### src/rtl/decode_if.sv
// Fetch/execute-facing bundle of the decode stage: instruction and bundle
// handshakes, register-file read bus, writeback port and stall counter.
interface decode_if #(
    parameter int INSN_W = 16,
    parameter int OP_W   = 4,
    parameter int NREGS  = 4,
    parameter int DATA_W = 8
);
    localparam int IDX_W = $clog2(NREGS);

    logic                    in_valid;
    logic                    in_ready;
    logic [INSN_W-1:0]       in_insn;
    logic [NREGS*DATA_W-1:0] regs;
    logic                    wb_valid;
    logic [IDX_W-1:0]        wb_idx;
    logic [DATA_W-1:0]       wb_data;
    logic                    out_valid;
    logic                    out_ready;
    logic [OP_W-1:0]         out_opcode;
    logic [DATA_W-1:0]       out_src1;
    logic [DATA_W-1:0]       out_src2;
    logic [IDX_W-1:0]        out_dst;
    logic [DATA_W-1:0]       out_imm;
    logic                    out_use_imm;
    logic [15:0]             stall_cnt;

    modport master (
        output in_valid, in_insn, regs, wb_valid, wb_idx, wb_data, out_ready,
        input  in_ready, out_valid, out_opcode, out_src1, out_src2, out_dst,
               out_imm, out_use_imm, stall_cnt
    );

    modport slave (
        input  in_valid, in_insn, regs, wb_valid, wb_idx, wb_data, out_ready,
        output in_ready, out_valid, out_opcode, out_src1, out_src2, out_dst,
               out_imm, out_use_imm, stall_cnt
    );
endinterface

### src/rtl/decode_stage.sv
// Registered instruction decode: field split, operand read with writeback
// forwarding, in-flight destination scoreboard and RAW/WAW stall.
module decode_stage #(
    parameter int INSN_W     = 16,
    parameter int OP_W       = 4,
    parameter int NREGS      = 4,
    parameter int DATA_W     = 8,
    parameter int OP_NOP     = 0,
    parameter int OP_MOV_IMM = 8
) (
    input logic     clk,
    input logic     rst,
    decode_if.slave bus
);
    localparam int IDX_W = $clog2(NREGS);
    localparam int IMM_W = INSN_W - OP_W - 2*IDX_W;

    function automatic logic [15:0] sat_inc16(input logic [15:0] cnt);
        return (cnt == 16'hFFFF) ? cnt : cnt + 16'd1;
    endfunction

    function automatic logic [DATA_W-1:0] fit_imm(input logic [IMM_W-1:0] imm);
        logic [IMM_W+DATA_W-1:0] ext;
        ext = {{DATA_W{1'b0}}, imm};
        return ext[DATA_W-1:0];
    endfunction

    // p0: combinational decode of the presented instruction
    logic [OP_W-1:0]   op_p0;
    logic [IDX_W-1:0]  dst_p0;
    logic [IDX_W-1:0]  src2_p0;
    logic [IMM_W-1:0]  imm_p0;
    logic [DATA_W-1:0] src1_val_p0;
    logic [DATA_W-1:0] src2_val_p0;
    logic              uses_src_p0;
    logic              writes_p0;
    logic              hazard_p0;
    logic              accept_p0;
    logic              wb_ok;
    logic              wb_hit;
    logic [NREGS-1:0]  wb_mask;
    logic [NREGS-1:0]  set_mask;
    logic [NREGS-1:0]  pend_eff;
    logic [NREGS-1:0]  pending;

    logic              vld_p1;
    logic [OP_W-1:0]   opcode_p1;
    logic [DATA_W-1:0] src1_p1;
    logic [DATA_W-1:0] src2_p1;
    logic [IDX_W-1:0]  dst_p1;
    logic [DATA_W-1:0] imm_p1;
    logic              use_imm_p1;
    logic [15:0]       stall_cnt_p1;

    assign op_p0   = bus.in_insn[INSN_W-1 -: OP_W];
    assign dst_p0  = bus.in_insn[INSN_W-OP_W-1 -: IDX_W];
    assign src2_p0 = bus.in_insn[IMM_W +: IDX_W];
    assign imm_p0  = bus.in_insn[IMM_W-1:0];

    // Writeback indices beyond the register file are ignored entirely.
    if ((1 << IDX_W) == NREGS) begin : g_wb_full
        assign wb_ok = 1'b1;
    end else begin : g_wb_part
        assign wb_ok = (int'(bus.wb_idx) < NREGS);
    end
    assign wb_hit = bus.wb_valid && wb_ok;

    always_comb begin
        wb_mask     = '0;
        src1_val_p0 = '0;
        src2_val_p0 = '0;
        for (int i = 0; i < NREGS; i++) begin
            wb_mask[i] = wb_hit && (bus.wb_idx == IDX_W'(i));
            if (dst_p0 == IDX_W'(i))  src1_val_p0 = bus.regs[i*DATA_W +: DATA_W];
            if (src2_p0 == IDX_W'(i)) src2_val_p0 = bus.regs[i*DATA_W +: DATA_W];
        end
        if (wb_hit && (bus.wb_idx == dst_p0))  src1_val_p0 = bus.wb_data;
        if (wb_hit && (bus.wb_idx == src2_p0)) src2_val_p0 = bus.wb_data;
    end

    // A register being written back this cycle no longer blocks its readers.
    assign pend_eff    = pending & ~wb_mask;
    assign uses_src_p0 = (op_p0 != OP_W'(OP_NOP)) && (op_p0 != OP_W'(OP_MOV_IMM));
    assign writes_p0   = (op_p0 != OP_W'(OP_NOP));
    assign hazard_p0   = bus.in_valid &&
                         ((uses_src_p0 && (pend_eff[dst_p0] || pend_eff[src2_p0])) ||
                          (writes_p0 && pend_eff[dst_p0]));
    assign bus.in_ready = (!vld_p1 || bus.out_ready) && !hazard_p0;
    assign accept_p0    = bus.in_valid && bus.in_ready;
    assign set_mask     = (accept_p0 && writes_p0) ? (NREGS'(1) << dst_p0) : '0;

    // p1: registered bundle, scoreboard and stall counter
    always_ff @(posedge clk) begin
        if (rst) begin
            vld_p1       <= 1'b0;
            opcode_p1    <= '0;
            src1_p1      <= '0;
            src2_p1      <= '0;
            dst_p1       <= '0;
            imm_p1       <= '0;
            use_imm_p1   <= 1'b0;
            pending      <= '0;
            stall_cnt_p1 <= '0;
        end else begin
            if (accept_p0) begin
                vld_p1     <= 1'b1;
                opcode_p1  <= op_p0;
                src1_p1    <= src1_val_p0;
                src2_p1    <= src2_val_p0;
                dst_p1     <= dst_p0;
                imm_p1     <= fit_imm(imm_p0);
                use_imm_p1 <= (op_p0 == OP_W'(OP_MOV_IMM));
            end else if (bus.out_ready) begin
                vld_p1 <= 1'b0;
            end
            pending <= (pending & ~wb_mask) | set_mask;
            if (hazard_p0) stall_cnt_p1 <= sat_inc16(stall_cnt_p1);
        end
    end

    assign bus.out_valid   = vld_p1;
    assign bus.out_opcode  = opcode_p1;
    assign bus.out_src1    = src1_p1;
    assign bus.out_src2    = src2_p1;
    assign bus.out_dst     = dst_p1;
    assign bus.out_imm     = imm_p1;
    assign bus.out_use_imm = use_imm_p1;
    assign bus.stall_cnt   = stall_cnt_p1;
endmodule
### src/flat_wrapper.sv
// flat-port wrapper written by rule: the top's interface ports become plain ports
module decode_stage_flat 
#(
    parameter int INSN_W     = 16,
    parameter int OP_W       = 4,
    parameter int NREGS      = 4,
    parameter int DATA_W     = 8,
    parameter int OP_NOP     = 0,
    parameter int OP_MOV_IMM = 8
)
  (clk, rst, bus_in_valid, bus_in_insn, bus_regs, bus_wb_valid, bus_wb_idx, bus_wb_data, bus_out_ready, bus_in_ready, bus_out_valid, bus_out_opcode, bus_out_src1, bus_out_src2, bus_out_dst, bus_out_imm, bus_out_use_imm, bus_stall_cnt);
  decode_if #(.INSN_W(INSN_W), .OP_W(OP_W), .NREGS(NREGS), .DATA_W(DATA_W)) bus_i ();
  input logic clk;
  input logic rst;
  input wire logic [$bits(bus_i.in_valid)-1:0] bus_in_valid;
  input wire logic [$bits(bus_i.in_insn)-1:0] bus_in_insn;
  input wire logic [$bits(bus_i.regs)-1:0] bus_regs;
  input wire logic [$bits(bus_i.wb_valid)-1:0] bus_wb_valid;
  input wire logic [$bits(bus_i.wb_idx)-1:0] bus_wb_idx;
  input wire logic [$bits(bus_i.wb_data)-1:0] bus_wb_data;
  input wire logic [$bits(bus_i.out_ready)-1:0] bus_out_ready;
  output wire logic [$bits(bus_i.in_ready)-1:0] bus_in_ready;
  output wire logic [$bits(bus_i.out_valid)-1:0] bus_out_valid;
  output wire logic [$bits(bus_i.out_opcode)-1:0] bus_out_opcode;
  output wire logic [$bits(bus_i.out_src1)-1:0] bus_out_src1;
  output wire logic [$bits(bus_i.out_src2)-1:0] bus_out_src2;
  output wire logic [$bits(bus_i.out_dst)-1:0] bus_out_dst;
  output wire logic [$bits(bus_i.out_imm)-1:0] bus_out_imm;
  output wire logic [$bits(bus_i.out_use_imm)-1:0] bus_out_use_imm;
  output wire logic [$bits(bus_i.stall_cnt)-1:0] bus_stall_cnt;
  assign bus_i.in_valid = bus_in_valid;
  assign bus_i.in_insn = bus_in_insn;
  assign bus_i.regs = bus_regs;
  assign bus_i.wb_valid = bus_wb_valid;
  assign bus_i.wb_idx = bus_wb_idx;
  assign bus_i.wb_data = bus_wb_data;
  assign bus_i.out_ready = bus_out_ready;
  assign bus_in_ready = bus_i.in_ready;
  assign bus_out_valid = bus_i.out_valid;
  assign bus_out_opcode = bus_i.out_opcode;
  assign bus_out_src1 = bus_i.out_src1;
  assign bus_out_src2 = bus_i.out_src2;
  assign bus_out_dst = bus_i.out_dst;
  assign bus_out_imm = bus_i.out_imm;
  assign bus_out_use_imm = bus_i.out_use_imm;
  assign bus_stall_cnt = bus_i.stall_cnt;
  decode_stage #(.INSN_W(INSN_W), .OP_W(OP_W), .NREGS(NREGS), .DATA_W(DATA_W), .OP_NOP(OP_NOP), .OP_MOV_IMM(OP_MOV_IMM)) u_core (.clk(clk), .rst(rst), .bus(bus_i));
endmodule
### config.mk
export PLATFORM = sky130hd
export DESIGN_NAME = decode_stage_flat
export DESIGN_NICKNAME = d
export VERILOG_FILES = /design/src/rtl/decode_if.sv /design/src/rtl/decode_stage.sv /design/src/flat_wrapper.sv
export SDC_FILE = /design/constraint.sdc
export NUM_CORES = 1
export LEC_CHECK = 0
export ABC_AREA = 0
export CAP_MARGIN = 20
export CORE_AREA = 5 5 79 135
export CTS_CLUSTER_SIZE = 10
export DETAILED_ROUTE_END_ITERATION = 8
export DIE_AREA = 0 0 84 140
export HOLD_SLACK_MARGIN = 0.12
export SETUP_SLACK_MARGIN = 0.2
export SYNTH_ARGS = -nofsm -noshare
export SYNTH_HDL_FRONTEND = slang
export SYNTH_SLANG_ARGS = --single-unit
### constraint.sdc
create_clock -name clk -period 2.35 [get_ports clk]
set_clock_uncertainty 0.05 [all_clocks]
set_input_delay 0.3525 -clock clk [delete_from_list [all_inputs] [get_ports clk]]
set_output_delay 0.3525 -clock clk [all_outputs]
set_load 0.1 [all_outputs]
==> results of run 1 <==
[final timing paths]
path,start,end,depth (start not counted)
worst max register to register,u_core.pending[1],u_core.bus.stall_cnt[15],8
worst max-delay path,bus_wb_idx[0],bus_in_ready,7
worst min-delay path,bus_wb_idx[0],u_core.pending[0],4
worst min register to register,u_core.bus.out_opcode[3],u_core.bus.out_opcode[3],2
[power breakdown]
part	internal (mW)	switching [mW]	total, mW	leakage, nW
clock	0.465	0.354	0.819	0.0829
combinational	0.367	0.628	0.995	1.40
sequential	0.922	0.0338	0.956	0.438
total	1.75	1.02	2.77	1.92
[critical path, delay by kind of cell]
family	cells	cell delay [ps]
buf+inv	2	270
simple gates	3	640
compound gates	2	460
[logic make-up (layout without fill, tap and decap cells)]
kind of cell,count (synthesis),count (layout)
flops,52,52
xor+xnor,8,8
other cells,0,1
compound gates,57,57
simple gates,112,112
buf+inv,27,169
fa+ha+maj,1,1
mux,49,49
[metrics by stage]
stage	util	hold slack, ps	power [mW]
after floorplan	-	390	1.66
after global placement	0.479	421	1.96
after detailed placement	0.479	426	1.97
after CTS	0.500	376	2.80
after global routing	0.504	399	2.90
final	0.504	390	2.77
[flip-flops by register name, indices dropped and copies added (netlist names)]
register,cells
u_core.bus.stall_cnt,16
u_core.bus.out_imm,8
u_core.bus.out_src1,8
u_core.bus.out_src2,8
u_core.bus.out_opcode,4
u_core.pending,4
u_core.bus.out_dst,2
u_core.bus.out_use_imm,1
u_core.bus.out_valid,1
[what timing repair did]
action / 4_1_cts / 5_1_grt
hold buffers: 0 / 0
buffers inserted: 5 / 0
gates resized for setup: 26 / 9
pin swaps: 6 / 7
setup endpoints to repair: 49 / 14
[area by class of cell]
type / count / area [um2]
Antenna cell: 1 / 2.50
Clock buffer: 6 / 150
Clock inverter: 2 / 15.0
Fill cell: 886 / 4670
Inverter: 6 / 22.5
Multi-Input combinational cell: 227 / 1960
Sequential cell: 52 / 1090
Tap cell: 122 / 153
Timing Repair Buffer: 155 / 1350
[Yosys cell counts, types with 2 or more instances]
cell type                   count  area (um2)
sky130_fd_sc_hd__dfxtp_1       52        1040
sky130_fd_sc_hd__nor2_1        44         165
sky130_fd_sc_hd__mux2i_1       29         290
sky130_fd_sc_hd__a211oi_2      16         200
sky130_fd_sc_hd__a21oi_1       16        80.1
sky130_fd_sc_hd__mux4_2        16         360
sky130_fd_sc_hd__nand2_1       13        48.8
sky130_fd_sc_hd__clkbuf_1       9        33.8
sky130_fd_sc_hd__nand2b_1       8        50.1
sky130_fd_sc_hd__xnor2_1        8        70.1
sky130_fd_sc_hd__nand3_1        7        35.0
sky130_fd_sc_hd__inv_1          6        22.5
sky130_fd_sc_hd__nand4_1        5        31.3
sky130_fd_sc_hd__nor2_2         5        31.3
sky130_fd_sc_hd__nor2b_1        5        31.3
sky130_fd_sc_hd__buf_2          4        20.0
sky130_fd_sc_hd__buf_6          4        45.0
sky130_fd_sc_hd__nand4b_1       4        35.0
sky130_fd_sc_hd__nor3_1         4        20.0
sky130_fd_sc_hd__a22o_1         3        26.3
sky130_fd_sc_hd__mux2_1         3        33.8
sky130_fd_sc_hd__o2111ai_1      3        26.3
sky130_fd_sc_hd__o31ai_1        3        22.5
sky130_fd_sc_hd__or4_1          3        22.5
sky130_fd_sc_hd__a31o_1         2        17.5
sky130_fd_sc_hd__and3b_1        2        17.5
sky130_fd_sc_hd__buf_4          2        15.0
sky130_fd_sc_hd__nor4_1         2        12.5
sky130_fd_sc_hd__o21ai_0        2        10.0
sky130_fd_sc_hd__o41ai_1        2        17.5
[cells in the final DEF, fill, tap and decap left out, types with 3 or more instances in the layout]
cell | synthesis | routed
sky130_fd_sc_hd__mux2i_1 | 29 | 28
sky130_fd_sc_hd__nand4b_1 | 4 | 4
sky130_fd_sc_hd__inv_1 | 6 | 6
sky130_fd_sc_hd__nor2_1 | 44 | 44
sky130_fd_sc_hd__xnor2_1 | 8 | 7
sky130_fd_sc_hd__clkdlybuf4s50_1 | 0 | 52
sky130_fd_sc_hd__mux4_2 | 16 | 16
sky130_fd_sc_hd__dlygate4sd2_1 | 0 | 5
sky130_fd_sc_hd__a22o_1 | 3 | 3
sky130_fd_sc_hd__mux2_1 | 3 | 3
sky130_fd_sc_hd__buf_2 | 4 | 4
sky130_fd_sc_hd__a211oi_2 | 16 | 16
sky130_fd_sc_hd__dfxtp_1 | 52 | 34
sky130_fd_sc_hd__buf_4 | 2 | 88
sky130_fd_sc_hd__buf_12 | 1 | 4
sky130_fd_sc_hd__nor2_2 | 5 | 4
sky130_fd_sc_hd__nand4_1 | 5 | 5
sky130_fd_sc_hd__a21oi_1 | 16 | 16
sky130_fd_sc_hd__dfxtp_4 | 0 | 12
sky130_fd_sc_hd__nand2b_1 | 8 | 7
sky130_fd_sc_hd__o31ai_1 | 3 | 3
sky130_fd_sc_hd__nor2b_1 | 5 | 5
sky130_fd_sc_hd__nand3_1 | 7 | 7
sky130_fd_sc_hd__clkbuf_16 | 0 | 6
sky130_fd_sc_hd__dfxtp_2 | 0 | 6
sky130_fd_sc_hd__nand2_1 | 13 | 13
sky130_fd_sc_hd__nor3_1 | 4 | 4
[per-layer routing]
| metal | global-route usage | wire length (um) | vias to the layer above |
|---|---|---|---|
| li1 | - | - | 1422 |
| met1 | 0.173 | 3630 | 1389 |
| met2 | 0.326 | 5350 | 90 |
| met3 | 0.0400 | 425 | 21 |
| met4 | 0.0602 | 255 | 0 |
| met5 | 0 | 0 | - |
==> impl_summary.txt, run 1 <==
----------------------------------------------------
[Synthesis]
  Sequential-to-total area share from yosys stat ... 0.337
  Cell variety after synth ... 54
  Async set-reset flop share out of synthesis ... 0
  Post-synth EDFFs ... 0
  Top flip-flop cell by instance count after synthesis ... sky130_fd_sc_hd__dfxtp_1
  Syn avg cell area ... between 10 and 15 um2
  Total of warnings raised by yosys ... 0
  Synthesized-area fraction occupied by adder cells ... 0.00405
  #FFs+latches synth ... between 50 and 60
  Fraction of the mapped netlist area in simple logic gates ... 0.188
  Synthesized netlist cell count ... around 300
  Synthesized net count ... 370
  Xor-xnor portion of the synthesized cell area ... 0.0227
  Combinational family with the most area after synthesis ... multiplexers
  Mux share of post-synthesis cell area ... 0.225
  Cell area after technology mapping ... between 3000 and 4000 um2
  Share of the synthesized area in compound gates (AO/OA/AOI/OAI) ... 0.167

[Clocking]
  Root buf cell ... sky130_fd_sc_hd__clkbuf_16
  CTS sink count ... 52
  Maximum number of buffers from clock root to sink ... 2
  Clock buffer count from CTS ... 5
  CTS tree ... done
  Clock input transition at the sequential cells of the worst setup and hold paths ... 70 ps
  Maximum level of the CTS H-tree ... 2
  Insertion delay of the later-clocked pin in the worst-skew pair ... approximately 300 ps

[Timing]
  Final worst-path setup slack ... 213 ps
  Max_slew headroom ... 0.651
  Time the final worst path needs with I/O delays and setup ... around 2100 ps
  Peak clock frequency supported by timing ... around 470 MHz
  Slew Limit Fails ... 0
  Final critical-path share of the clock period ... 0.909
  Slew @ Worst Pin ... approximately 520 ps
  Count of final hold-check violations ... 0
  Setup violators final ... 0
  Setup TNS ... 0 ps
  Setup repair after global routing missed its margin ... yes

[Drt]
  Number of iterations in the first detailed-routing pass ... 4
  Average detailed-routed wire length per instance ... about 17 um
  Remaining antenna violation count ... 0
  Residual DRC count ... 0
  Drt initial violations ... about 110
  Total via count in the routed design ... a little under 3000
  Final Routed Wirelength ... approximately 9.7 mm
  Routed via count divided by cell count ... slightly above 5

[Finish]
  Post-route insts no fill ... 571
  Final non-filler cell area ... between 4000 and 5000 um2
  Synth-to-Final Area Change ... 53.6%
  Total number of nets in the final design ... 511
  Fraction of layout cells with a size suffix above 1 ... 0.402

[Floorplan]
  I/O pin count ... 112
  Num rows ... 47
  DIE HEIGHT ... between 100 and 150 um
  Die area ... between 10000 and 15000 um2
  Core Footprint ... roughly 9400 um2
  Starting density of the core ... 0.328
  X dimension of the die ... roughly 84 um

[Global routing]
  Via count of the first global-routing pass ... a little over 3000
  Number of antenna violations at the first check in global routing ... 1
  Largest net degree at the start of global routing ... 30
  Wire length of the first global-routing pass ... ~16 mm
  GRT Resource Usage Total ... 0.169
  Grt ovf ... 0

[Worst hold path]
  Min-delay worst type ... in2reg

[Worst setup path]
  Data arrival at the endpoint of the critical path ... around 1700 ps
  List of cells traversed by the critical path ... buf_2 -> or3b_4 -> a221o_1 -> nand3_2 -> and2_4 -> o21a_4 -> buf_12
  Slowest stage cell on the critical path ... sky130_fd_sc_hd__or3b_4
  Critical path capture point type ... output pin
  Critical setup path kind ... in2out
  Critical path fanouts, max ... 3
  Largest incremental delay on the critical path ... 400 ps
  Slack of the worst reg-to-reg path ... around 280 ps
  Startpoint types ... input pin
  Data required time at the worst endpoint ... around 2000 ps

[Power]
  Leakage power ... just under 2 nW
  Power density over the cells ... approximately 580 nW/um2
  Max IR drop VDD ... about 0.29 mV

[Place]
  RD Place Congestion ... 0.816
  Instance area at placement ... about 4500 um2
  Cell total after placement ... about 560
  Number of input and output port buffers inserted ... 111
  Post-detailed-placement half-perimeter wirelength ... roughly 7.7 mm
  DP Worst Slack ... -367 ps

[Status]
  Status ... completed

[Flow run]
  Max-capacitance violation count ... 0

----------------------------------------------------
Note: power is estimated with default switching activity, not from simulation.
==> inputs of run 2 (changes only) <==
Settings changed: CORE_AREA 5 5 79 135 to 5 5 72 123, DIE_AREA 0 0 84 140 to 0 0 77 128, HOLD_SLACK_MARGIN 0.12 to 0.03, PLACE_DENSITY from default to 0.76.
==> run 2 against run 1 <==
Against the previous run: design area shrank 2.3%; power decreased by 2.5%; clock power fell by 7.4%; hold slack lost 100 ps; routed wire length shrank 3.8%; setup slack got worse by 7.9 ps; fmax down 0.37%; sequential power is essentially flat; register-to-register slack improved by 30 ps; highest routed layer unchanged.
==> impl_summary.txt, run 2 (synthesis results as in run 1) <==
----------------------------------------------------
[Timing]
  Final critical-path share of the clock period ... 0.913
  Peak clock frequency supported by timing ... around 470 MHz
  Max_slew headroom ... 0.679
  Count of final hold-check violations ... 0
  Slew @ Worst Pin ... 482 ps
  Time the final worst path needs with I/O delays and setup ... between 2000 and 2500 ps
  Final worst-path setup slack ... roughly 210 ps
  Slew Limit Fails ... 0
  Setup violators final ... 0
  Worst hold slack ... ~290 ps
  Setup TNS ... 0 ps
  Setup repair after global routing missed its margin ... yes

[Place]
  Cell total after placement ... 516
  Post-detailed-placement half-perimeter wirelength ... around 7.5 mm
  Number of input and output port buffers inserted ... 111
  RD Place Congestion ... about 0.84
  DP Worst Slack ... -361 ps

[Floorplan]
  Num rows ... 43
  X dimension of the die ... a little under 80 um
  Core Footprint ... between 7000 and 8000 um2
  DIE HEIGHT ... about 130 um
  I/O pin count ... around 110
  Die area ... about 9900 um2
  Starting density of the core ... 0.396

[Flow run]
  Max-capacitance violation count ... 0

[Worst setup path]
  Critical path capture point type ... output pin
  Critical path fanouts, max ... 3
  Slack of the worst reg-to-reg path ... approximately 310 ps
  Capture point of the worst reg-to-reg path ... u_core.bus.stall_cnt[3]
  Path depth of the worst reg2reg path ... 7
  Critical setup path kind ... in2out
  Data arrival at the endpoint of the critical path ... between 1500 and 2000 ps
  Worst reg2reg startpoint ... u_core.pending[3]
  Data required time at the worst endpoint ... around 2000 ps
  Startpoint types ... input pin

[Finish]
  Diode count ... 0
  Total number of nets in the final design ... 501
  Synth-to-Final Area Change ... 50.1%
  Flip-flop count of the largest register after layout ... 16
  Util after Layout ... 0.594
  Commonest cells after routing, fill and taps aside ... 79 x sky130_fd_sc_hd__buf_4, 52 x sky130_fd_sc_hd__clkdlybuf4s50_1, 43 x sky130_fd_sc_hd__nor2_1
  Fraction of layout cells with a size suffix above 1 ... 0.402
  Leading cell type in the layout, fill and taps excluded ... sky130_fd_sc_hd__buf_4
  Post-route insts no fill ... 528

[Power]
  Sw Ratio ... 0.368
  Power density over the cells ... a little under 600 nW/um2
  Total net switching power ... 993 uW
  Internal power contribution ... 1.71 mW
  Proportion of power drawn by flip-flops and latches ... 0.355
  Leakage power ... about 1.9 nW
  Relative contribution of the clock network to total power ... 0.281
  Max IR drop VDD ... between 0.3 and 0.4 mV
  Part of the power in combinational logic ... 0.364

[Drt]
  Final Routed Wirelength ... 9.30 mm
  Residual DRC count ... 0
  Total via count in the routed design ... 2925
  Average detailed-routed wire length per instance ... roughly 18 um
  Routed via count divided by cell count ... 5.54
  Remaining antenna violation count ... 0
  Number of iterations in the first detailed-routing pass ... 4
  Drt initial violations ... 153

[Worst hold path]
  Hold endpoint ... u_core.bus.out_opcode[2]
  Min-delay worst type ... in2reg
  Launch point of the worst hold path ... bus_in_insn[14]
  Depth of the worst hold-timing path ... 2

[Clocking]
  CTS sink count ... 52
  CTS tree ... done
  Clock buffer count from CTS ... 5
  Insertion delay of the later-clocked pin in the worst-skew pair ... about 290 ps
  Maximum number of buffers from clock root to sink ... 2
  Root buf cell ... sky130_fd_sc_hd__clkbuf_16
  Maximum level of the CTS H-tree ... 2
  Clock input transition at the sequential cells of the worst setup and hold paths ... 70 ps

[Status]
  Status ... completed

[Global routing]
  Number of antenna violations at the first check in global routing ... 0
  GRT Resource Usage Total ... 0.194
  Via count of the first global-routing pass ... 3105
  Largest net degree at the start of global routing ... 34
  Grt ovf ... 0
  Wire length of the first global-routing pass ... 15.7 mm

----------------------------------------------------
## run 2: cell count changes in the layout (fill, tap and decap cells not counted), sizes merged
cell,previous run,this run
diode,1,0
inv,8,7
clkdlybuf4s15,0,1
dlymetal6s2s,0,1
dlygate4sd2,5,3
buf,98,88
clkinvlp,0,1
## run 2: final cells by class
class | count | area, um2
Sequential cell | 52 | 1090
Multi-Input combinational cell | 227 | 1970
Timing Repair Buffer | 145 | 1280
Tap cell | 90 | 113
Inverter | 6 | 22.5
Clock inverter | 2 | 13.8
Clock buffer | 6 | 139
Fill cell | 690 | 3170
## run 2: how the worst max path moves through the flow
stage / from / endpoint / slack [ps] / depth (start not counted)
2_1_floorplan: bus_wb_idx[0] / bus_in_ready / 50 / 7
3_3_place_gp: bus_in_insn[9] / u_core.bus.stall_cnt[3] / -330 / 7
3_5_place_dp: bus_wb_idx[1] / u_core.bus.out_dst[1] / -360 / 8
4_1_cts: bus_wb_idx[0] / bus_in_ready / 180 / 7
5_1_grt: u_core.pending[3] / bus_in_ready / 160 / 6
6_report: bus_wb_idx[0] / bus_in_ready / 210 / 7
## run 2: metrics by stage
step / power (mW) / instance area [um2]
after global placement: 1.93 / 4400
after CTS: 2.74 / 4610
after global routing: 2.83 / 4630
final: 2.70 / 4630
after floorplan: 1.66 / 3180
after detailed placement: 1.95 / 4400
## run 2: per-layer routing
metal	global-route usage	vias to the layer above	wire length [um]	part of all wire
met3	0.0478	16	586	0.063
met5	0	-	0	0
li1	-	1399	-	-
met4	0.0607	0	172	0.018
met2	0.361	112	5060	0.54
met1	0.213	1398	3490	0.37
## run 2: worst max-delay path: stages
cell and delay (ps):
sky130_fd_sc_hd__buf_6 90, sky130_fd_sc_hd__or3b_4 390, sky130_fd_sc_hd__a221o_1 360, sky130_fd_sc_hd__nand3_2 90, sky130_fd_sc_hd__and2_4 150, sky130_fd_sc_hd__o21a_4 130, sky130_fd_sc_hd__buf_12 160
## run 2: power groups by stage
| stage | registers [mW] | clock network, mW | logic (mW) |
|---|---|---|---|
| after floorplan | 1.33 | 0 | 0.338 |
| after global placement | 0.975 | 0 | 0.959 |
| after detailed placement | 0.978 | 0 | 0.974 |
| after CTS | 0.959 | 0.788 | 0.988 |
| after global routing | 0.965 | 0.828 | 1.03 |
| final | 0.958 | 0.758 | 0.983 |
## run 2: repair_timing
| item | CTS | global route |
|---|---|---|
| resized for setup | 39 | 2 |
| buffers inserted | 2 | 2 |
| pin swaps | 5 | 3 |
| setup endpoints to repair | 48 | 6 |
| hold buffers | 0 | 0 |
==> inputs of run 3 (changes only) <==
Settings changed: CELL_PAD_IN_SITES_DETAIL_PLACEMENT from default to 0, CELL_PAD_IN_SITES_GLOBAL_PLACEMENT from default to 1, CORE_AREA 5 5 72 123 to 2 2 80 140, DIE_AREA 0 0 77 128 to 0 0 82 142, PLACE_DENSITY 0.76 to default, PLACE_DENSITY_LB_ADDON from default to 0.1.
==> run 3 against run 2 <==
Against the previous run: register-to-register slack about the same; fmax increased by 1.0%; sequential power about the same; global-route usage decreased by 2.4 points; sequential cell count unchanged; utilization decreased by 14 points; combinational power increased by 2%; first-iteration DRC count decreased by 45%; non-clock buffer count increased by 7; count of clock-buffer cells in the layout increased by 1; critical path depth unchanged; clock power increased by 18%; largest power group unchanged; highest routed layer unchanged.
==> impl_summary.txt, run 3 (synthesis results as in run 1) <==
----------------------------------------------------
[Status]
  Status ... completed

[Power]
  Relative contribution of the clock network to total power ... 0.314
  Part of the power in combinational logic ... 0.350
  Proportion of power drawn by flip-flops and latches ... 0.336
  Power density over the cells ... 600 nW/um2
  Max IR drop VDD ... between 0.3 and 0.4 mV
  PnR Total Power ... between 2 and 3 mW
  Total net switching power ... a little under 1 mW
  Sw Ratio ... 0.348
  Internal power contribution ... 1.86 mW
  Leakage power ... 1.91 nW

[Clocking]
  CTS tree ... done
  Insertion delay of the later-clocked pin in the worst-skew pair ... 290 ps
  Total of hold buffers inserted after clock tree synthesis ... 0
  Maximum number of buffers from clock root to sink ... 2
  Maximum level of the CTS H-tree ... 2
  CTS sink count ... 52
  Clock buffer count from CTS ... 5
  Clock input transition at the sequential cells of the worst setup and hold paths ... roughly 70 ps
  Root buf cell ... sky130_fd_sc_hd__clkbuf_16

[Finish]
  Filler instances ... between 1000 and 1500
  Post-route insts no fill ... around 580
  Leading cell type in the layout, fill and taps excluded ... sky130_fd_sc_hd__buf_4
  Total number of nets in the final design ... between 500 and 600
  Flip-flop count of the largest register after layout ... 16
  Synth-to-Final Area Change ... 54.1%
  Diode count ... 0
  Fraction of layout cells with a size suffix above 1 ... 0.400
  Commonest cells after routing, fill and taps aside ... 84 x sky130_fd_sc_hd__buf_4, 52 x sky130_fd_sc_hd__clkdlybuf4s50_1, 44 x sky130_fd_sc_hd__nor2_1
  Util after Layout ... 0.453

[Drt]
  Residual DRC count ... 0
  Routed via count divided by cell count ... 5.04
  Final Routed Wirelength ... between 9 and 10 mm
  Average detailed-routed wire length per instance ... 17.0 um
  Drt initial violations ... 84
  Total via count in the routed design ... 2898
  Number of iterations in the first detailed-routing pass ... 4
  Remaining antenna violation count ... 0

[Place]
  Number of input and output port buffers inserted ... ~110
  Cell total after placement ... 563
  DP Worst Slack ... -305 ps
  Post-detailed-placement half-perimeter wirelength ... approximately 7.6 mm
  RD Place Congestion ... a little under 0.9

[Floorplan]
  Core Footprint ... around 11000 um2
  I/O pin count ... about 110
  Num rows ... 50
  X dimension of the die ... just over 80 um
  Die area ... around 12000 um2
  DIE HEIGHT ... ~140 um
  Starting density of the core ... 0.294

[Timing]
  Final critical-path share of the clock period ... 0.903
  Setup repair after global routing missed its margin ... yes
  Max_slew headroom ... 0.634
  Worst hold slack ... around 360 ps
  Slew Limit Fails ... 0
  Time the final worst path needs with I/O delays and setup ... between 2000 and 2500 ps
  Slew @ Worst Pin ... 549 ps
  Final worst-path setup slack ... around 230 ps
  Setup violators final ... 0
  Count of final hold-check violations ... 0
  Peak clock frequency supported by timing ... 471 MHz

[Global routing]
  Grt ovf ... 0
  Largest net degree at the start of global routing ... 38
  GRT Resource Usage Total ... 0.170
  Wire length of the first global-routing pass ... around 15 mm
  Via count of the first global-routing pass ... between 3000 and 4000
  Number of antenna violations at the first check in global routing ... 0

[Worst setup path]
  Critical path capture point type ... output pin
  Slowest stage cell on the critical path ... sky130_fd_sc_hd__or3b_4
  Critical path fanouts, max ... 2
  Data arrival at the endpoint of the critical path ... ~1700 ps
  List of cells traversed by the critical path ... buf_6 -> or3b_4 -> a221o_1 -> nand3_2 -> and2_4 -> o21a_4 -> buf_12
  Startpoint types ... input pin
  Largest incremental delay on the critical path ... 390 ps
  Critical setup path kind ... in2out
  Data required time at the worst endpoint ... 1950 ps

[Flow run]
  Max-capacitance violation count ... 0

[Worst hold path]
  Min-delay worst type ... in2reg

----------------------------------------------------
## run 3: power groups by stage
stage | sequential [mW] | combinational, mW | clock [mW]
detailed placement | 0.978 | 0.995 | 0
global placement | 0.976 | 0.990 | 0
finish | 0.957 | 0.998 | 0.896
CTS | 0.958 | 1.01 | 0.931
global route | 0.963 | 1.05 | 0.966
floorplan | 1.33 | 0.338 | 0
## run 3: final timing paths
kind                                                from                       end  slack, ps  depth (start not counted)
worst max-delay path                       bus_wb_idx[0]              bus_in_ready        230                          7
worst min register to register  u_core.bus.stall_cnt[15]  u_core.bus.stall_cnt[15]        440                          2
worst min-delay path                       bus_wb_idx[0]         u_core.pending[0]        360                          4
worst max register to register         u_core.pending[3]   u_core.bus.stall_cnt[3]        310                          7
## run 3: per-stage QoR
step,instance area [um2],setup TNS (ps)
after floorplan,3180,0
after global placement,4510,-10300
after detailed placement,4510,-11450
after CTS,4740,0
after global routing,4760,0
final,4760,0
## run 3: critical path, delay by kind of cell
| kind | cells | cell delay [ps] |
|---|---|---|
| simple gates | 3 | 630 |
| compound gates | 2 | 470 |
| buf+inv | 2 | 250 |
## run 3: what timing repair did
action | 4_1_cts | 5_1_grt
setup endpoints to repair | 49 | 11
buffers inserted | 2 | 2
pin swaps | 5 | 3
resized for setup | 36 | 2
## run 3: cell type report
class	instances	area, um2	area share
Clock buffer	7	154	0.0324
Clock inverter	1	30.0	0.00631
Inverter	6	22.5	0.00474
Multi-Input combinational cell	227	1960	0.411
Sequential cell	52	1090	0.229
Tap cell	130	163	0.0342
Timing Repair Buffer	152	1340	0.282
## run 3: per-layer routing
metal	global-route usage	vias up	share of wire
met5	0	-	0
met2	0.332	88	0.56
met4	0.0579	0	0.022
li1	-	1414	-
met1	0.171	1378	0.36
met3	0.0298	18	0.060
==> patch 1: new RTL, settings of run 3 <==
`DATA_W` is set to 8 in 3 places; all go to 12.
--- a/src/rtl/decode_if.sv
+++ b/src/rtl/decode_if.sv
@@ -6,3 +6,3 @@
     parameter int NREGS  = 4,
-    parameter int DATA_W = 8
+    parameter int DATA_W = 12
 );
--- a/src/rtl/decode_stage.sv
+++ b/src/rtl/decode_stage.sv
@@ -6,3 +6,3 @@
     parameter int NREGS      = 4,
-    parameter int DATA_W     = 8,
+    parameter int DATA_W     = 12,
     parameter int OP_NOP     = 0,
--- a/src/flat_wrapper.sv
+++ b/src/flat_wrapper.sv
@@ -6,3 +6,3 @@
     parameter int NREGS      = 4,
-    parameter int DATA_W     = 8,
+    parameter int DATA_W     = 12,
     parameter int OP_NOP     = 0,
Interface: changed (5 resized); port bits go from 112 to 144. The function was not compared with the original's and may differ.
==> patch 1 against run 3 <==
Sequential cell count increased by 8. Area after synthesis is 14% higher. Total power up 24%. Cell area rose by 17%. Clock power grew 43%. Worst hold slack worse by 0.0010 ns. First-iteration DRC count is 77% higher. Critical path depth is 1 higher. Global-route usage increased by 4.4 points. Wire length increased by 29%. Cell count is 17% higher. Core utilization is 7.8 points higher. Worst setup slack got worse by 0.028 ns. Critical endpoint unchanged. Largest cell class unchanged.
==> patch 1: results (changes against run 3) <==
placement:
  place_area_um2: 5142  # +14%
  io_buffers: 139  # +25%
  place_hpwl_um: 9211  # +21%
  routabilityCongestion: 0.7601  # -13%
hold_path:
  hold_class: "in -> reg"
cts:
  clk_path_buf_depth: 2  # unchanged
  cts_buffers: 9  # +4
  htreeDepth: 3  # +1
  path_clk_slew_ns: 0.05  # -0.02 ns
  clk_latency_ns: 0.33  # +0.04 ns
  cts-root-buf: "clkbuf_16"
power:
  ir_drop_uv: 418.1  # +27%
  power.leakage_nw: 2.153  # +13%
  p_int_mw: 2.330  # +25%
worst_setup_path:
  crit_arrival_ns: 1.75  # +0.03 ns
  r2r_slack_ns: 0.30
  crit_fanout: 2  # unchanged
  crit_family: "simple AND/OR/NAND/NOR gates"
  cp_slowest_cell: "or3b_4"
  max_stage_delay_ns: 0.39  # about the same
yosys:
  ys_warn_count: 0  # unchanged
  netlist_top_cells_area: "dfxtp_1, mux4_2, mux2_2, a21oi_1, nand3_1"
  synth_common_cells: "dfxtp_1, a21oi_1, nand3_1"
  async_flop_share_pct: 0  # unchanged
  ys_types: 41  # -24%
  ys_seq_area_share_pct: 34.16  # +0.44 points
final_layout:
  n_antenna_cell: 0  # unchanged
  drive_gt1_share_pct: 36.28  # -3.7 points
  final_nets: 622  # +22%
  largest_register_ffs: 16  # unchanged
  fillCellCount: 1051  # +0.86%
grt:
  grt_max_degree: 44  # +16%
  grt_usage_pct: 21.42  # +4.4 points
  grt_pass1_vias: 3642  # +19%
  antenna_found_initial: 0  # unchanged
  grt_pass1_wl_um: 18860  # +25%
route:
  drt_wl_total_um: 12580  # +29%
  drtPass1Iterations: 4  # unchanged
  dr_total_vias: 3672  # +27%
  route.detailed.drc: 0  # unchanged
  drt_iter0_markers: 149  # +77%
timing:
  holdWs_ns: 0.3638  # -0.001049 ns
outcome:
  status: "completed"
patch 1: cell types whose count changed in the layout (fill, tap and decap cells not counted), sizes merged, moves of 8 or more:
cell,change
mux2,+22
mux2i,-25
mux4,+8
clkdlybuf4s50,+19
o21ai,+43
a211oi,-18
buf,+8
nand3,+38
nor2,-40
a21oi,+36
dfxtp,+8
patch 1: layer usage:
layer	wire length, um	up-vias	GRT usage, %	part of all wire [%]
met5	0	-	0	0
met4	441	0	10.00	3.5
met3	768	25	5.520	6.1
met2	6856	118	38.72	54
met1	4515	1772	22.29	36
li1	-	1757	-	-
patch 1: what timing repair did:
item | in CTS | in global routing
resized for setup | 34 | 7
pin swaps | 9 | 5
setup buffers | 6 | 3
endpoints found under the setup margin | 55 | 7
gates cloned | 0 | 1
patch 1: worst paths after layout:
kind,from,end,cells after the start
setup / recovery,bus_wb_idx[0],bus_in_ready,8
hold / removal,bus_wb_idx[1],u_core.pending[0],4
setup reg to reg,u_core.bus.stall_cnt[0],u_core.bus.stall_cnt[15],6
hold reg to reg,u_core.pending[1],u_core.pending[1],2
patch 1: final cells by class:
class	count	area [um2]	share of cell area, %
clock buffer	13	281.5	5.045
clock inverter	3	17.52	0.3139
inverter	6	22.52	0.4036
multi-input combinational	281	2211	39.62
sequential	60	1250	22.40
tap	130	162.7	2.915
timing repair buffer	180	1635	29.30
patch 1: metrics by stage:
stage,worst slack (ns),TNS (ns),std cells
floorplan,0.06138,0,387
global placement,-0.3402,-11.96,647
detailed placement,-0.3886,-13.15,647
CTS,0.1889,0,669
global route,0.1477,0,673
finish,0.1989,0,673
patch 1: logic make-up (layout without fill, tap and decap cells):
| family | after synthesis | count (layout) | synth area share (%) |
|---|---|---|---|
| xor gates and xnor gates | 6 | 6 | 1.495 |
| DFF | 60 | 60 | 34.16 |
| and+or+nand+nor | 101 | 101 | 15.20 |
| buffers and inverters | 47 | 202 | 5.836 |
| muxes | 54 | 54 | 24.84 |
| AOI/OAI and AO/OA | 114 | 115 | 18.01 |
| adders and majority gates | 1 | 1 | 0.3558 |
| other | 1 | 4 | 0.1067 |
patch 1: tightest hold or removal path, delay by kind of cell:
kind	cells	cell delay, ns
AO/OA/AOI/OAI	1	0.11
buffers and inverters	1	0.07
AND/OR/NAND/NOR	2	0.16
patch 1: power by group through the flow:
| stage | registers [mW] | clock network, mW | logic (mW) |
|---|---|---|---|
| 2_1_floorplan | 1.50 | 0 | 0.375 |
| 3_3_place_gp | 1.12 | 0 | 1.14 |
| 3_5_place_dp | 1.12 | 0 | 1.15 |
| 4_1_cts | 1.10 | 1.31 | 1.17 |
| 5_1_grt | 1.10 | 1.36 | 1.23 |
| 6_report | 1.10 | 1.28 | 1.17 |
==> patch 2: new RTL, flow settings as in run 3 <==
Made on the original files. Reset style: asynchronous (`rst`), changed in one clocked block.
--- a/src/rtl/decode_stage.sv
+++ b/src/rtl/decode_stage.sv
@@ -92,3 +92,3 @@
     // p1: registered bundle, scoreboard and stall counter
-    always_ff @(posedge clk) begin
+    always_ff @(posedge clk or posedge rst) begin
         if (rst) begin
Formal check against the unedited RTL: differs if rst is asserted again (counterexample within 4 cycles, from zero or initial values and one cycle with rst high); with rst held inactive, the same outputs for 10 cycles.
==> patch 2 against run 3 <==
Cell count fell by 10%. Sequential cell count did not move. Maximum frequency fell by 8.1%. Area after synthesis fell by 0.77%. Cell area rose by 2.9%. Wire length fell by 5.1%. Highest routed layer unchanged. Worst setup slack got worse by 0.19 ns.
Power is not compared: it rests on default switching activity, and its combinational part moved more than twofold at a synthesized area within 25%.
==> patch 2: results (changes against run 3) <==
outcome:
  status: "completed"
worst_setup_path:
  crit_family: "buffers and inverters"
  cp_slowest_cell: "or3_4"
  max_stage_delay_ns: 0.40
final_layout:
  multi_input_area_share_pct: 36.12  # -5.0 points
  drive_gt1_share_pct: 51.94  # +12 points
  seq_cells: 52  # unchanged
  instances_no_fill: 517  # -10%
  utilization_pct: 46.57  # +1.3 points
  final_nets: 450  # -11%
  clkbuf_count: 6  # -1
  bufAreaShareNonClock_pct: 29.75  # +1.6 points
  final-clk-cell-share_pct: 3.119  # -0.75 points
  seq_share_pct: 26.99  # +4.1 points
  nNonClkInverters: 9  # +3
  multi_input_cells: 161  # -29%
  fillCellCount: 1003  # -3.7%
  n_all_buffers: 157  # +3.3%
yosys:
  synthAdderAreaFrac_pct: 0.4085  # +0.0031 points
  ys_types: 40  # -26%
  syn_avg_cell_area_um2: 13.15  # +30%
  netlist_top_cells_area: "dfrtp_1, mux2_4, mux4_2, mux2_2, xnor2_1"
  synthMuxAreaShare_pct: 33.91  # +11 points
  ys_seq_area_share_pct: 42.48  # +8.8 points
  async_flop_share_pct: 100.0  # +100 points
  synth_common_cells: "dfrtp_1, mux2_4, mux4_2"
  ys_warn_count: 0  # unchanged
  synth_compound_area_share_pct: 4.779  # -12 points
  synth_fp_nets: 297  # -20%
  synth-xor-area-share_pct: 5.147  # +2.9 points
cts:
  postCtsSetupBuffers: 6  # +4
  clk_path_buf_depth: 2  # unchanged
  clk_latency_ns: 0.29  # about the same
  cts_resized: 23  # -36%
grt:
  grt_pass1_wl_um: 14170  # -6.3%
  grt_max_degree: 35  # -7.9%
  grt_util_met3_pct: 3.744  # +0.76 points
  grtUsageMet1_pct: 18.06  # +0.92 points
  grt_usage_pct: 16.18  # -0.81 points
  use_met2_pct: 29.53  # -3.7 points
hold_path:
  hold_class: "in -> async"
power:
  switchingPower_mw: 2.945
placement:
  routabilityCongestion: 0.7395  # -15%
  place_area_um2: 4557  # +1.0%
  dpl.cell_count: 497  # -12%
  place_hpwl_um: 6943  # -9.2%
  pre_cts_ws_ns: -0.4336  # -0.1289 ns
route:
  drt_wl_total_um: 9284  # -5.1%
  vias_per_cell: 4.779  # -5.2%
  drt_iter0_markers: 75  # -11%
  drtPass1Iterations: 4  # unchanged
timing:
  worst_pin_slew_ns: 0.4550  # -0.09389 ns
[patch 2: cell count changes after synthesis, sizes merged, moves of 6 or more]
cell	run 3	this run
a211oi	18	1
a21oi	16	1
clkbuf	9	0
dfrtp	0	52
dfxtp	52	0
mux2	4	47
mux2i	29	4
nor2	49	11
o21ai	2	10
xor2	0	6
[patch 2: final timing paths]
kind / start / end / cells past startpoint / slack, ns
max in group asynchronous: rst / u_core.bus.stall_cnt[2] / 3 / 1.36
setup reg to reg: u_core.pending[2] / u_core.bus.out_opcode[2] / 10 / 0.13
hold reg to reg: u_core.bus.stall_cnt[8] / u_core.bus.stall_cnt[8] / 1 / 0.43
min in group clk: bus_wb_idx[1] / u_core.pending[0] / 3 / 0.42
hold / removal: rst / u_core.bus.out_imm[4] / 2 / 0.32
setup / recovery: bus_in_insn[14] / bus_in_ready / 8 / 0.04
[patch 2: per-layer routing]
metal  up-vias  routed length [um]
met3         9                 635
met1      1221                3484
met4         0                 135
li1       1165                   -
met5         -                   0
met2        76                5029
